[src/rtl/mem_arbiter.sv]
// Round-robin arbiter with bounded burst hold in front of a single-port memory.
// Issues one registered command per cycle and routes tagged read data back to its issuer.
module mem_arbiter #(
  parameter int NREQ    = 2,
  parameter int ADDR_W  = 8,
  parameter int DATA_W  = 8,
  parameter int RD_LAT  = 1,
  parameter int MAX_BST = 4
) (
  input  logic                   clk,
  input  logic                   rst,
  input  logic [NREQ-1:0]        req,
  input  logic [NREQ-1:0]        req_we,
  input  logic [NREQ*ADDR_W-1:0] req_addr,
  input  logic [NREQ*DATA_W-1:0] req_wdata,
  output logic [NREQ-1:0]        gnt,
  output logic [NREQ-1:0]        rsp_valid,
  output logic [DATA_W-1:0]      rsp_data,
  output logic [ADDR_W-1:0]      addr,
  output logic                   wr_en,
  output logic                   rd_en,
  output logic [DATA_W-1:0]      wr_data,
  input  logic [DATA_W-1:0]      rd_data
);

  localparam int IDW = (NREQ > 1) ? $clog2(NREQ) : 1;
  localparam int BW  = $clog2(MAX_BST + 1);
  localparam logic [BW-1:0]  BST_MAX = BW'(MAX_BST);
  localparam logic [IDW-1:0] LAST_ID = IDW'(NREQ - 1);

  logic [IDW-1:0] ptr;
  logic [IDW-1:0] last_id;
  logic [BW-1:0]  bcnt;
  logic [IDW-1:0] rr_id;
  logic [IDW-1:0] win_id;
  logic           rr_found;
  logic           others;
  logic           hold;
  logic           win;
  logic           rd_issue;

  logic [RD_LAT:0] tag_vld;
  logic [IDW-1:0]  tag_id [RD_LAT+1];

  // A transfer happens whenever win is set: gnt only ever points at an asserted req.
  always_comb begin
    int idx;
    idx      = 0;
    rr_found = 1'b0;
    rr_id    = ptr;
    others   = 1'b0;
    for (int k = 0; k < NREQ; k++) begin
      idx = int'(ptr) + k;
      if (idx >= NREQ) idx -= NREQ;
      if (!rr_found && req[idx]) begin
        rr_found = 1'b1;
        rr_id    = IDW'(idx);
      end
    end
    for (int i = 0; i < NREQ; i++) begin
      if (req[i] && (IDW'(i) != last_id)) others = 1'b1;
    end
    // bcnt==0 means no winner since reset; a lone requester keeps winning past MAX_BST
    hold     = (bcnt != '0) && req[last_id] && ((bcnt < BST_MAX) || !others);
    win      = !rst && (hold || rr_found);
    win_id   = hold ? last_id : rr_id;
    rd_issue = win && !req_we[win_id];
    gnt      = '0;
    if (win) gnt[win_id] = 1'b1;
  end

  always_ff @(posedge clk or posedge rst) begin
    if (rst) begin
      ptr     <= '0;
      last_id <= '0;
      bcnt    <= '0;
      addr    <= '0;
      wr_data <= '0;
      wr_en   <= 1'b0;
      rd_en   <= 1'b0;
      tag_vld <= '0;
      for (int i = 0; i <= RD_LAT; i++) tag_id[i] <= '0;
    end else begin
      wr_en     <= win && req_we[win_id];
      rd_en     <= rd_issue;
      tag_vld   <= {tag_vld[RD_LAT-1:0], rd_issue};
      tag_id[0] <= win_id;
      for (int i = 1; i <= RD_LAT; i++) tag_id[i] <= tag_id[i-1];
      if (win) begin
        addr    <= req_addr[win_id*ADDR_W +: ADDR_W];
        wr_data <= req_wdata[win_id*DATA_W +: DATA_W];
        last_id <= win_id;
        ptr     <= (win_id == LAST_ID) ? '0 : win_id + IDW'(1);
        if ((bcnt != '0) && (win_id == last_id))
          bcnt <= (bcnt == BST_MAX) ? bcnt : bcnt + BW'(1);
        else
          bcnt <= BW'(1);
      end
    end
  end

  // The last tag stage lines up with the cycle the memory presents rd_data.
  always_comb begin
    rsp_valid = '0;
    rsp_data  = '0;
    if (tag_vld[RD_LAT]) begin
      rsp_valid[tag_id[RD_LAT]] = 1'b1;
      rsp_data                  = rd_data;
    end
  end

endmodule

[config.mk]
export PLATFORM = sky130hd
export DESIGN_NAME = mem_arbiter
export DESIGN_NICKNAME = d
export VERILOG_FILES = /design/src/rtl/mem_arbiter.sv
export SDC_FILE = /design/constraint.sdc
export NUM_CORES = 1
export LEC_CHECK = 0
export BUFFER_PORTS_ARGS = -buffer_cell sky130_fd_sc_hd__buf_2
export CORE_AREA = 2 2 65 67
export CTS_CLUSTER_DIAMETER = 60
export DETAILED_ROUTE_END_ITERATION = 6
export DIE_AREA = 0 0 67 69
export PLACE_DENSITY = 0.74
export SLEW_MARGIN = 20
export SYNTH_ARGS = -nofsm -noshare
export SYNTH_HDL_FRONTEND = slang
export SYNTH_SLANG_ARGS = --single-unit
[constraint.sdc]
create_clock -name clk -period 2.98 [get_ports clk]
set_input_delay 0.447 -clock clk [delete_from_list [all_inputs] [get_ports clk]]
set_output_delay 0.447 -clock clk [all_outputs]
set_load 0.01 [all_outputs]
Yosys cells after proc, flatten, opt, wreduce, memory -nomap -nowiden
Index checks and enable logic that the tools add are counted.
{ "word_totals": {"reg_bits": 27, "elab_cells": 79} }
{ "op_classes": {"order_cmp": 10, "bitwise": 1, "eq_ne": 3, "reduce_logical": 19, "n_mux": 29, "shifts": 2, "n_addsub": 5} }
{ "op_table": {"columns": ["op", "n"], "rows": [
  ["$lt 32x3->1 const B", 2],
  ["$mux 32", 2],
  ["$shiftx 16x5->8", 2],
  ["$mux 1", 20],
  ["$logic_and 1x1->1", 11],
  ["$mux 8", 1],
  ["$lt 1x2->1 const B", 3],
  ["$mux 3", 2],
  ["$logic_not 1->1", 4],
  ["$mux 2", 2],
  ["$add 3x1->3 const B", 1],
  ["$eq 3x3->1 const B", 1],
  ["$lt 3x3->1 const B", 1],
  ["$reduce_bool 3->1", 1],
  ["$sub 1x2->3 const B", 1],
  ["$sub 2x2->3 const B", 1],
  ["$add 1x1->2 const B", 1],
  ["$demux 1 s1", 2],
  ["$ge 1x1->1 const B", 2],
  ["$ge 1x2->1 const B", 1],
  ["$ge 2x2->1 const B", 1],
  ["$logic_or 1x1->1", 2],
  ["$ne 2x2->1 const B", 1],
  ["$reduce_and 2->1", 1],
  ["3 further kinds", 3]
]} }

Longest topological paths before layout
Gate-level depths: netlist of the first run.
{ "logic_depth": {"depth_word": 15, "mapped_depth": 7, "ltp_nobuf": 6} }

Least setup slack after synthesis of the first run
Ideal clock, no wire load.
{ "synth_timing": {"path_type": "input to output", "start": "in rst", "end": "out gnt[0]", "path_stages": 4, "arrival_ns": 1.681, "required_ns": 2.533, "n_path_buf": 1, "setup_slack_ns": 0.852, "cell_sequence": "inv_1 o21ai_2 buf_2 nor2_1"} }
{ "synth_between": {"elab_chain_len": 3} }
{ "synth_rtl": {"columns": ["element", "line_no", "source"], "rows": [
  ["start: declaration", "11", "input logic rst,"],
  ["$logic_not 1->1 (no line)", null, null],
  ["$logic_and 1x1->1", "65", "win = !rst && (hold || rr_found);"],
  ["$mux 2", "69", "if (win) gnt[win_id] = 1'b1;"],
  ["end: declaration", "16", "output logic [NREQ-1:0] gnt,"]
]} }
No other way between the ends.

Worst setup path after layout of the first run
{ "layout_timing": {"start": "reg bcnt[0]", "end": "out gnt[1]"} }
{ "layout_between": {"elab_chain_len": 9} }
{ "layout_rtl": {"columns": ["element", "line_no", "source"], "rows": [
  ["start: declaration", "33", "logic [BW-1:0] bcnt;"],
  ["start signal: assignment", "95", "bcnt <= (bcnt == BST_MAX) ? bcnt : bcnt + BW'(1);"],
  ["$lt 3x3->1 or $reduce_bool 3->1 (tied branches)", "64", "hold = (bcnt != '0) && req[last_id] && ((bcnt < BST_MAX) || !others);"],
  ["$logic_or 1x1->1 or $logic_and 1x1->1 (tied branches)", "64", null],
  ["$logic_and 1x1->1 *", "64", null],
  ["$mux 1", "66", "win_id = hold ? last_id : rr_id;"],
  ["$lt 1x2->1 (implied by the code) or $ge 1x1->1 (tied branches)", "69", null],
  ["$logic_and 1x1->1 (implied by the code)", "69", null],
  ["$mux 1 (implied by the code)", "69", null],
  ["$demux 1 s1", "69", null],
  ["$mux 2 *", "69", null]
]} }
Mark *: on every way between the ends. The rest lies on a longest branch, timed or not.

==> flow_metrics.env, run 1 <==
export IMPL_synthArstFlopShare_pct=100
export IMPL_fmaxAchievable_ghz=0.445
export IMPL_antenna_found_initial=0
export IMPL_synth_distinct_cells=30
export IMPL_grt_start_max_net_pins=27
export IMPL_grt_use_total_pct=12.9
export IMPL_clock_latency_ns=0.26
export IMPL_htreeDepth=1
export IMPL_area_growth_pct=36.2
export IMPL_clockBufferDepth=2
export IMPL_ys_seq_elements=26
export IMPL_cp_arrival_ns=1.80
export IMPL_finalHoldViolCount=0
export IMPL_end_kind="primary output"
export IMPL_regArea_um2=651
export IMPL_num_vias=1146
export IMPL_wirelength_um=2790
export IMPL_swShare_pct=33.2
export IMPL_dpl_hpwl_um=2210
export IMPL_layout_drive_gt1_share_pct=42.6
export IMPL_multi_input_area_um2=616
export IMPL_wl_per_cell_um=11.0
export IMPL_critPathLaunchType="register"
export IMPL_yosys_area_top_type="dfrtp_1"
export IMPL_final_cell_area_um2=1800
export IMPL_io_pins=76
export IMPL_grt_pass1_vias=1088
export IMPL_die_y_um=69
export IMPL_synth_common_cells="26 x dfrtp_1, 18 x mux2i_1, 18 x nand2_1"
export IMPL_placementRows=23
export IMPL_synth_ff_type="dfrtp_1"
export IMPL_cts_root_buf="clkbuf_8"
export IMPL_cts_buffers=3
export IMPL_period_needed_ns=2.24
export IMPL_setup_viol=0
export IMPL_rsz0062_at_grt="false"
export IMPL_criticalPathCategory="reg -> out"
export IMPL_drtIter0Drc=38
export IMPL_post_cts_buffers=0
export IMPL_synth_top_area_share_pct=49.3
export IMPL_syn_inst=128
export IMPL_first_pass_iters=4
export IMPL_antenna_cells=0
export IMPL_start_util_pct=33.7
export IMPL_p_total_mw=1.17
export IMPL_placed_cell_area_um2=1740
export IMPL_syn_area_um2=1320
export IMPL_gp_congestion=0.720
export IMPL_avgSynthCellArea_um2=10.3
export IMPL_final_setup_tns_ns=0
export IMPL_yosysSeqAreaShare_pct=49.3
export IMPL_cp_required_ns=2.53
export IMPL_max_slew_margin_pct=67.6
export IMPL_overflow=0
export IMPL_status="complete, no violations"
export IMPL_seqPwrFrac_pct=42.9
export IMPL_drc=0
export IMPL_cts_repair_resized=0
export IMPL_p_switching_mw=0.390
export IMPL_drtAntennaViolNets=0
export IMPL_drv_slew=0
export IMPL_finalClockSkew_ns=0.00338
export IMPL_dp_slack_ns=1.00
export IMPL_fillers=392
export IMPL_dieArea_um2=4620
export IMPL_layout_setup_ws_ns=0.735
export IMPL_worst_slew_pin_slew_ns=0.487
export IMPL_port_buffers=75
export IMPL_nets=253
export IMPL_hold_path_class="in -> async"
export IMPL_clock_power_share_pct=18.4
export IMPL_synth_most_common_cell="dfrtp_1"
export IMPL_peakVddDrop_v=0.000396
export IMPL_crit_fanout=7
export IMPL_period_share_pct=75.3
export IMPL_holdWs_ns=0.269
export IMPL_fp_dieW_um=67
export IMPL_cts_hold_fix_buffers=0
export IMPL_synth_edf_count=0
export IMPL_leakagePower_nw=0.982
export IMPL_cts_tree="built"
export IMPL_p_comb_share_pct=38.7
export IMPL_p_per_area_nw_per_um2=654
export IMPL_synth_area_leaders="dfrtp_1 49%, mux2i_1 14%, o21ai_1 6.1%"
export IMPL_cap_violations=0
export IMPL_clock_sinks=26
export IMPL_internal_power_mw=0.785
export IMPL_path_clk_slew_ns=0.08
export IMPL_syn_num_nets=176
export IMPL_grt_pass1_wl_um=4670
export IMPL_route_detailed_vias_per_inst=4.51
export IMPL_core_area_um2=3910
export IMPL_yosys_warnings=0
## worst max-delay path: stages, from the launching register on
cell	delay, ns
dfrtp_1	0.35
inv_1	0.07
ha_1	0.24
o211ai_1	0.17
nand3_1	0.29
and2_4	0.28
buf_2	0.13
## power by group through the flow
stage | clock (mW) | sequential [mW] | combinational [mW]
final | 0.216 | 0.504 | 0.454
after global placement | 0 | 0.510 | 0.451
after floorplan | 0 | 0.529 | 0.301
after global routing | 0.239 | 0.520 | 0.510
after CTS | 0.228 | 0.506 | 0.465
after detailed placement | 0 | 0.512 | 0.464
## registers in the layout, indices dropped and copies added, names as in the netlist
signal   flops
addr         8
wr_data      8
bcnt         3
tag_id       2
tag_vld      2
last_id      1
ptr          1
wr_en        1
## per-stage QoR
stage / utilization (%) / std cells
after global routing: 45.9 / 254
final: 45.9 / 254
after global placement: 44.5 / 250
after detailed placement: 44.5 / 250
after floorplan: - / 128
after CTS: 45.9 / 254
## cells by family after synthesis
logic type                 after synthesis  synth area share [%]
adders and majority gates                2                  1.90
and+or+nand+nor                         46                  18.8
AOI/OAI and AO/OA                       26                  12.3
muxes                                   18                  13.7
buffers and inverters                   10                  3.98
DFF                                     26                  49.3
## cell type report
cell class / count / area share [%]
clock buffer: 4 / 3.06
inverter: 4 / 0.836
multi-input combinational: 92 / 34.3
sequential: 26 / 36.2
tap: 50 / 3.48
timing repair buffer: 78 / 22.1
## routing by layer
layer	up-vias	track usage (%)	wire length, um
li1	590	-	-
met1	501	15.2	1130
met2	53	22.3	1360
met3	2	4.24	284
met4	0	2.72	14
met5	-	0	0
## final timing paths
kind                            from          to  cells after the start  slack (ns)
setup / recovery             bcnt[0]      gnt[1]                      6        0.74
min in group clk           tag_id[1]   tag_id[0]                      0        0.36
setup reg to reg             bcnt[0]  tag_vld[0]                      7        1.02
max in group asynchronous        rst     addr[6]                      3        2.47
hold / removal                   rst   tag_id[1]                      3        0.27
hold reg to reg            tag_id[1]   tag_id[0]                      0        0.36
## cell usage in the layout (no fill, tap or decap), drive strengths merged
cell	instances
nand3	1
o211ai	1
o21bai	1
ha	2
a21o	1
o221ai	1
nor2	7
mux2i	18
clkbuf	4
o31ai	1
nand4b	2
nand4bb	1
or2	1
o21ai	17
a21oi	2
and2	11
buf	78
dfrtp	26
nor2b	2
inv	4
nand2b	2
a22o	1
nand2	18
nor4b	1
a311o	1
Power figures use the tool's default switching activity.
==> run 2: changes to the inputs <==
--- a/config.mk
+++ b/config.mk
@@ -5,12 +5,13 @@
 export SDC_FILE = /design/constraint.sdc
 export NUM_CORES = 1
 export LEC_CHECK = 0
+export ABC_AREA = 1
 export BUFFER_PORTS_ARGS = -buffer_cell sky130_fd_sc_hd__buf_2
-export CORE_AREA = 2 2 65 67
+export CORE_AREA = 2 2 68 70
 export CTS_CLUSTER_DIAMETER = 60
 export DETAILED_ROUTE_END_ITERATION = 6
-export DIE_AREA = 0 0 67 69
-export PLACE_DENSITY = 0.74
+export DIE_AREA = 0 0 70 72
+export PLACE_DENSITY = 0.73
 export SLEW_MARGIN = 20
 export SYNTH_ARGS = -nofsm -noshare
 export SYNTH_HDL_FRONTEND = slang
==> constraint.sdc (replaced) <==
create_clock -name clk -period 2.1 [get_ports clk]
set_input_delay 0.315 -clock clk [delete_from_list [all_inputs] [get_ports clk]]
set_output_delay 0.315 -clock clk [all_outputs]
set_load 0.01 [all_outputs]
==> flow_metrics.env, run 2 <==
export IMPL_yosys_warnings=0
export IMPL_syn_num_nets=220
export IMPL_nets=301
export IMPL_final_cell_mix="74 x buf_2, 66 x nand2_1, 26 x dfrtp_1"
export IMPL_synth_most_common_cell="nand2_1"
export IMPL_drtIter0Drc=27
export IMPL_num_vias=1331
export IMPL_wirelength_um=3110
export IMPL_synthArstFlopShare_pct=100
export IMPL_ys_seq_elements=26
export IMPL_cp_arrival_ns=1.68
export IMPL_start_util_pct=34.2
export IMPL_cts_root_buf="clkbuf_8"
export IMPL_area_growth_pct=36.7
export IMPL_status="complete, no violations"
export IMPL_synthAdderAreaFrac_pct=1.71
export IMPL_grt_pass1_wl_um=5250
export IMPL_criticalPathCategory="reg -> out"
export IMPL_overflow=0
export IMPL_htreeDepth=1
export IMPL_final_setup_tns_ns=0
export IMPL_wl_per_cell_um=10.2
export IMPL_synth_top_area_share_pct=44.6
export IMPL_period_share_pct=94.9
export IMPL_muxShareOfSynthArea_pct=0
export IMPL_grt_pass1_vias=1234
export IMPL_rr_worst_depth=13
export IMPL_crit_chain="inv_1, ha_4, nand2_2, nand2_2, nor2_4, nand3_2, nand2_4, inv_4, nor2_8, buf_6"
export IMPL_crit_fanout=4
export IMPL_cap_violations=0
export IMPL_drtAntennaViolNets=0
export IMPL_cts_tree="built"
export IMPL_crit_slowest_cell="dfrtp_1"
export IMPL_dpl_hpwl_um=2460
export IMPL_critPathMaxStageDelay_ns=0.40
export IMPL_drc=0
export IMPL_finalHoldViolCount=0
export IMPL_synth_distinct_cells=22
export IMPL_synth_xor_area_share_pct=0.600
export IMPL_route_detailed_vias_per_inst=4.38
export IMPL_fp_dieW_um=70
export IMPL_p_per_area_nw_per_um2=1230
export IMPL_stdcell_count=304
export IMPL_period_needed_ns=1.99
export IMPL_cts_hold_fix_buffers=0
export IMPL_avgSynthCellArea_um2=8.49
export IMPL_dp_cells=299
export IMPL_gp_congestion=0.748
export IMPL_antenna_cells=0
export IMPL_grt_use_total_pct=12.5
export IMPL_setup_viol=0
export IMPL_syn_area_um2=1460
export IMPL_max_slew_margin_pct=62.9
export IMPL_syn_inst=172
export IMPL_leakagePower_nw=1.24
export IMPL_drv_slew=0
export IMPL_critPathLaunchType="register"
export IMPL_clock_latency_ns=0.27
export IMPL_synth_common_cells="67 x nand2_1, 26 x dfrtp_1, 16 x inv_1"
export IMPL_port_buffers=75
export IMPL_synth_edf_count=0
export IMPL_synth_ff_type="dfrtp_1"
export IMPL_reg2reg_from="bcnt[0]"
export IMPL_cts_buffers=3
export IMPL_synth_top_family_by_area="simple AND/OR/NAND/NOR gates"
export IMPL_reg2reg_to="wr_data[3]"
export IMPL_yosys_area_share_simple_pct=42.2
export IMPL_die_y_um=72
export IMPL_io_pins=76
export IMPL_grt_start_max_net_pins=18
export IMPL_core_area_um2=4260
export IMPL_worst_slew_pin_slew_ns=0.556
export IMPL_layout_drive_gt1_share_pct=47.6
export IMPL_final_cell_area_um2=2000
export IMPL_hold_path_class="in -> async"
export IMPL_first_pass_iters=4
export IMPL_yosys_area_top_type="dfrtp_1"
export IMPL_end_kind="primary output"
export IMPL_reg_top3="addr (8), wr_data (8), bcnt (3)"
export IMPL_cp_required_ns=1.78
export IMPL_rsz0062_at_grt="false"
export IMPL_clock_sinks=26
export IMPL_placed_cell_area_um2=1900
export IMPL_fmaxAchievable_ghz=0.502
export IMPL_synth_area_leaders="dfrtp_1 45%, nand2_1 17%, nand2_4 6.9%"
export IMPL_critPathMostFrequentCell="nand2_2"
export IMPL_dieArea_um2=5040
export IMPL_finalClockSkew_ns=0.00687
export IMPL_reg2reg_slack_ns=0.14
export IMPL_path_clk_slew_ns=0.09
export IMPL_placementRows=24
export IMPL_clockBufferDepth=2
export IMPL_yosysSeqAreaShare_pct=44.6
export IMPL_peakVddDrop_v=0.000710
export IMPL_synth_compound_area_share_pct=2.23
export IMPL_final_common_cell="buf_2"
export IMPL_antenna_found_initial=0
[run 2: layer usage]
metal	wire, um	track usage [%]	vias to the layer above
li1	-	-	686
met1	1400	16.5	595
met2	1480	21.7	48
met3	227	3.06	2
met4	7	1.28	0
met5	0	0	-
[run 2: metrics by stage]
| stage | total power, mW | util [%] | hold slack, ns | setup WS (ns) |
|---|---|---|---|---|
| after floorplan | 1.67 | - | 0.331 | 0.348 |
| after global placement | 2.00 | 44.5 | 0.336 | 0.283 |
| after detailed placement | 2.03 | 44.5 | 0.345 | 0.221 |
| after CTS | 2.46 | 46.3 | 0.121 | 0.0151 |
| after global routing | 2.66 | 46.8 | 0.161 | 0.00383 |
| final | 2.46 | 46.8 | 0.0968 | 0.106 |
[run 2: power breakdown]
part           switching [mW]  total [mW]  internal (mW)
clock network           0.154       0.409          0.255
registers               0.141       0.867          0.726
logic                   0.691        1.18          0.489
total                   0.986        2.46           1.47
[run 2: area by class of cell]
cell class | instances | area [um^2]
tap | 52 | 65.1
clock inverter | 1 | 30.0
sequential | 26 | 651
fill | 433 | 2270
inverter | 22 | 85.1
multi-input combinational | 119 | 697
timing repair buffer | 81 | 427
clock buffer | 3 | 41.3
[run 2: kinds of logic after synthesis]
| kind of cell | Yosys count |
|---|---|
| AOI/OAI and AO/OA | 5 |
| xor gates and xnor gates | 1 |
| adders and majority gates | 2 |
| buffers and inverters | 27 |
| DFF | 26 |
| and+or+nand+nor | 111 |
[run 2: repair_timing]
item | CTS | global route
buffers inserted | 1 | 0
gates resized for setup | 0 | 4
pin swaps | 1 | 2
endpoints found under the setup margin | 1 | 10
[run 2: how the worst max path moves through the flow]
stage / endpoint / slack, ns / cells after the start / from
global placement: wr_data[3] / 0.28 / 13 / bcnt[0]
detailed placement: wr_data[3] / 0.22 / 13 / bcnt[0]
floorplan: gnt[0] / 0.35 / 11 / bcnt[0]
finish: gnt[0] / 0.11 / 10 / bcnt[0]
global route: gnt[0] / 0.004 / 11 / bcnt[0]
CTS: gnt[0] / 0.02 / 11 / bcnt[0]
[run 2: critical path, delay by kind of cell, from the launching register on]
kind	cells	cell delay (ns)
adder cells (fa/ha/maj)	1	0.17
buffers and inverters	3	0.25
flip-flops	1	0.40
AND/OR/NAND/NOR	6	0.59
==> run 3: changes to the inputs <==
==> constraint.sdc (replaced) <==
create_clock -name clk -period 2.1 [get_ports clk]
set_input_delay 0.315 -clock clk [delete_from_list [all_inputs] [get_ports clk]]
set_output_delay 0.315 -clock clk [all_outputs]
set_load 0.1 [all_outputs]
==> flow_metrics.env, run 3 (synthesis gave the netlist of run 2 again) <==
export IMPL_status="complete, no violations"
export IMPL_drc=0
export IMPL_final_setup_tns_ns=0
export IMPL_antenna_found_initial=0
export IMPL_finalClockSkew_ns=0.00502
export IMPL_layout_drive_gt1_share_pct=49.6
export IMPL_final_util_pct=48.5
export IMPL_route_detailed_vias_per_inst=4.56
export IMPL_wirelength_um=3630
export IMPL_holdWs_ns=0.186
export IMPL_cap_violations=0
export IMPL_period_needed_ns=2.03
export IMPL_dr_max_layer_used="met4"
export IMPL_crit_fanout=3
export IMPL_worst_slew_pin_slew_ns=0.777
export IMPL_wl_per_cell_um=11.7
export IMPL_grt_pass1_vias=1399
export IMPL_grt_use_total_pct=15.2
export IMPL_path_clk_slew_ns=0.10
export IMPL_criticalPathCategory="reg -> out"
export IMPL_critPathMostFrequentCell="nand2_2"
export IMPL_io_pins=76
export IMPL_core_area_um2=4260
export IMPL_setup_viol=0
export IMPL_cp_required_ns=1.78
export IMPL_dieArea_um2=5040
export IMPL_area_growth_pct=41.6
export IMPL_dpl_hpwl_um=2690
export IMPL_hold_path_class="in -> async"
export IMPL_final_common_cell="buf_2"
export IMPL_crit_slowest_cell="dfrtp_1"
export IMPL_first_pass_iters=4
export IMPL_nets=307
export IMPL_fmaxAchievable_ghz=0.493
export IMPL_final_cell_area_um2=2070
export IMPL_gp_congestion=0.811
export IMPL_reg_top3="addr (8), wr_data (8), bcnt (3)"
export IMPL_period_share_pct=96.7
export IMPL_drtAntennaViolNets=0
export IMPL_clock_sinks=26
export IMPL_placementRows=24
export IMPL_end_kind="primary output"
export IMPL_cp_arrival_ns=1.72
export IMPL_finalHoldViolCount=0
export IMPL_grt_start_max_net_pins=21
export IMPL_grt_pass1_wl_um=6120
export IMPL_cts_root_buf="clkbuf_8"
export IMPL_dr_wl_met3_um=314
export IMPL_drv_slew=0
export IMPL_antenna_cells=0
export IMPL_num_vias=1413
export IMPL_fp_dieW_um=70
export IMPL_start_util_pct=34.2
export IMPL_final_cell_mix="73 x buf_2, 66 x nand2_1, 26 x dfrtp_1"
export IMPL_overflow=0
export IMPL_htreeDepth=1
export IMPL_drtIter0Drc=30
export IMPL_wl_met2_um=1890
export IMPL_critPathLaunchType="register"
export IMPL_cts_buffers=3
export IMPL_port_buffers=75
export IMPL_critPathMaxStageDelay_ns=0.37
export IMPL_cts_tree="built"
export IMPL_clock_latency_ns=0.28
export IMPL_placed_cell_area_um2=1920
export IMPL_cp_startpoint="bcnt[0]"
export IMPL_crit_family="simple AND/OR/NAND/NOR gates"
export IMPL_crit_buf_inv=3
export IMPL_die_y_um=72
export IMPL_reg2reg_from="bcnt[0]"
export IMPL_drt_met1_wl_um=1380
export IMPL_clockBufferDepth=2
export IMPL_cts_hold_fix_buffers=0
export IMPL_crit_chain="inv_1, ha_4, nand2_2, nand2_2, nor2_4, nand3_2, nand2_4, inv_4, nor2_8, buf_12"
export IMPL_max_slew_margin_pct=48.1
run 3: changes by cell type in the layout (fill, tap and decap cells not counted):
cell / delta
buf_2: -1
buf_12: +2
inv_2: +1
inv_1: -1
buf_6: -1
nor2_2: +1
nor2_1: -1
buf_4: +6
run 3: cell type report:
type                            instances  area [um^2]
Clock inverter                          1         30.0
Multi-Input combinational cell        119          699
Tap cell                               52         65.1
Sequential cell                        26          651
Timing Repair Buffer                   87          495
Inverter                               22         85.1
Fill cell                             398         2200
Clock buffer                            3         41.3
run 3: through the flow:
step / setup slack [ns] / cells
after global routing: -0.0178 / 310
after detailed placement: 0.199 / 298
after floorplan: 0.279 / 172
final: 0.0700 / 310
after global placement: 0.277 / 298
after CTS: 0.0302 / 306
run 3: what timing repair did:
item,CTS,global route
buffers inserted,4,4
gates resized for setup,2,2
pin swaps,2,6
endpoints found under the setup margin,2,10
run 3: path summary, 6_finish.rpt:
path / endpoint / slack [ns] / cells after the start
max: gnt[0] / 0.07 / 10
min: wr_en / 0.19 / 2
max reg2reg: addr[1] / 0.17 / 13
min reg2reg: tag_id[0] / 0.36 / 0
max in group asynchronous: addr[1] / 1.31 / 3
min in group clk: addr[0] / 0.24 / 3
run 3: layer usage:
metal / up-vias / global-route usage, %
met5: - / 0
met4: 0 / 5.56
met3: 6 / 4.17
met2: 65 / 28.3
met1: 642 / 16.5
li1: 700 / -
Power of run 3 is left out: the tool's default activity adds up to more than one toggle a clock period on the data nets, which glitch-free logic cannot reach.
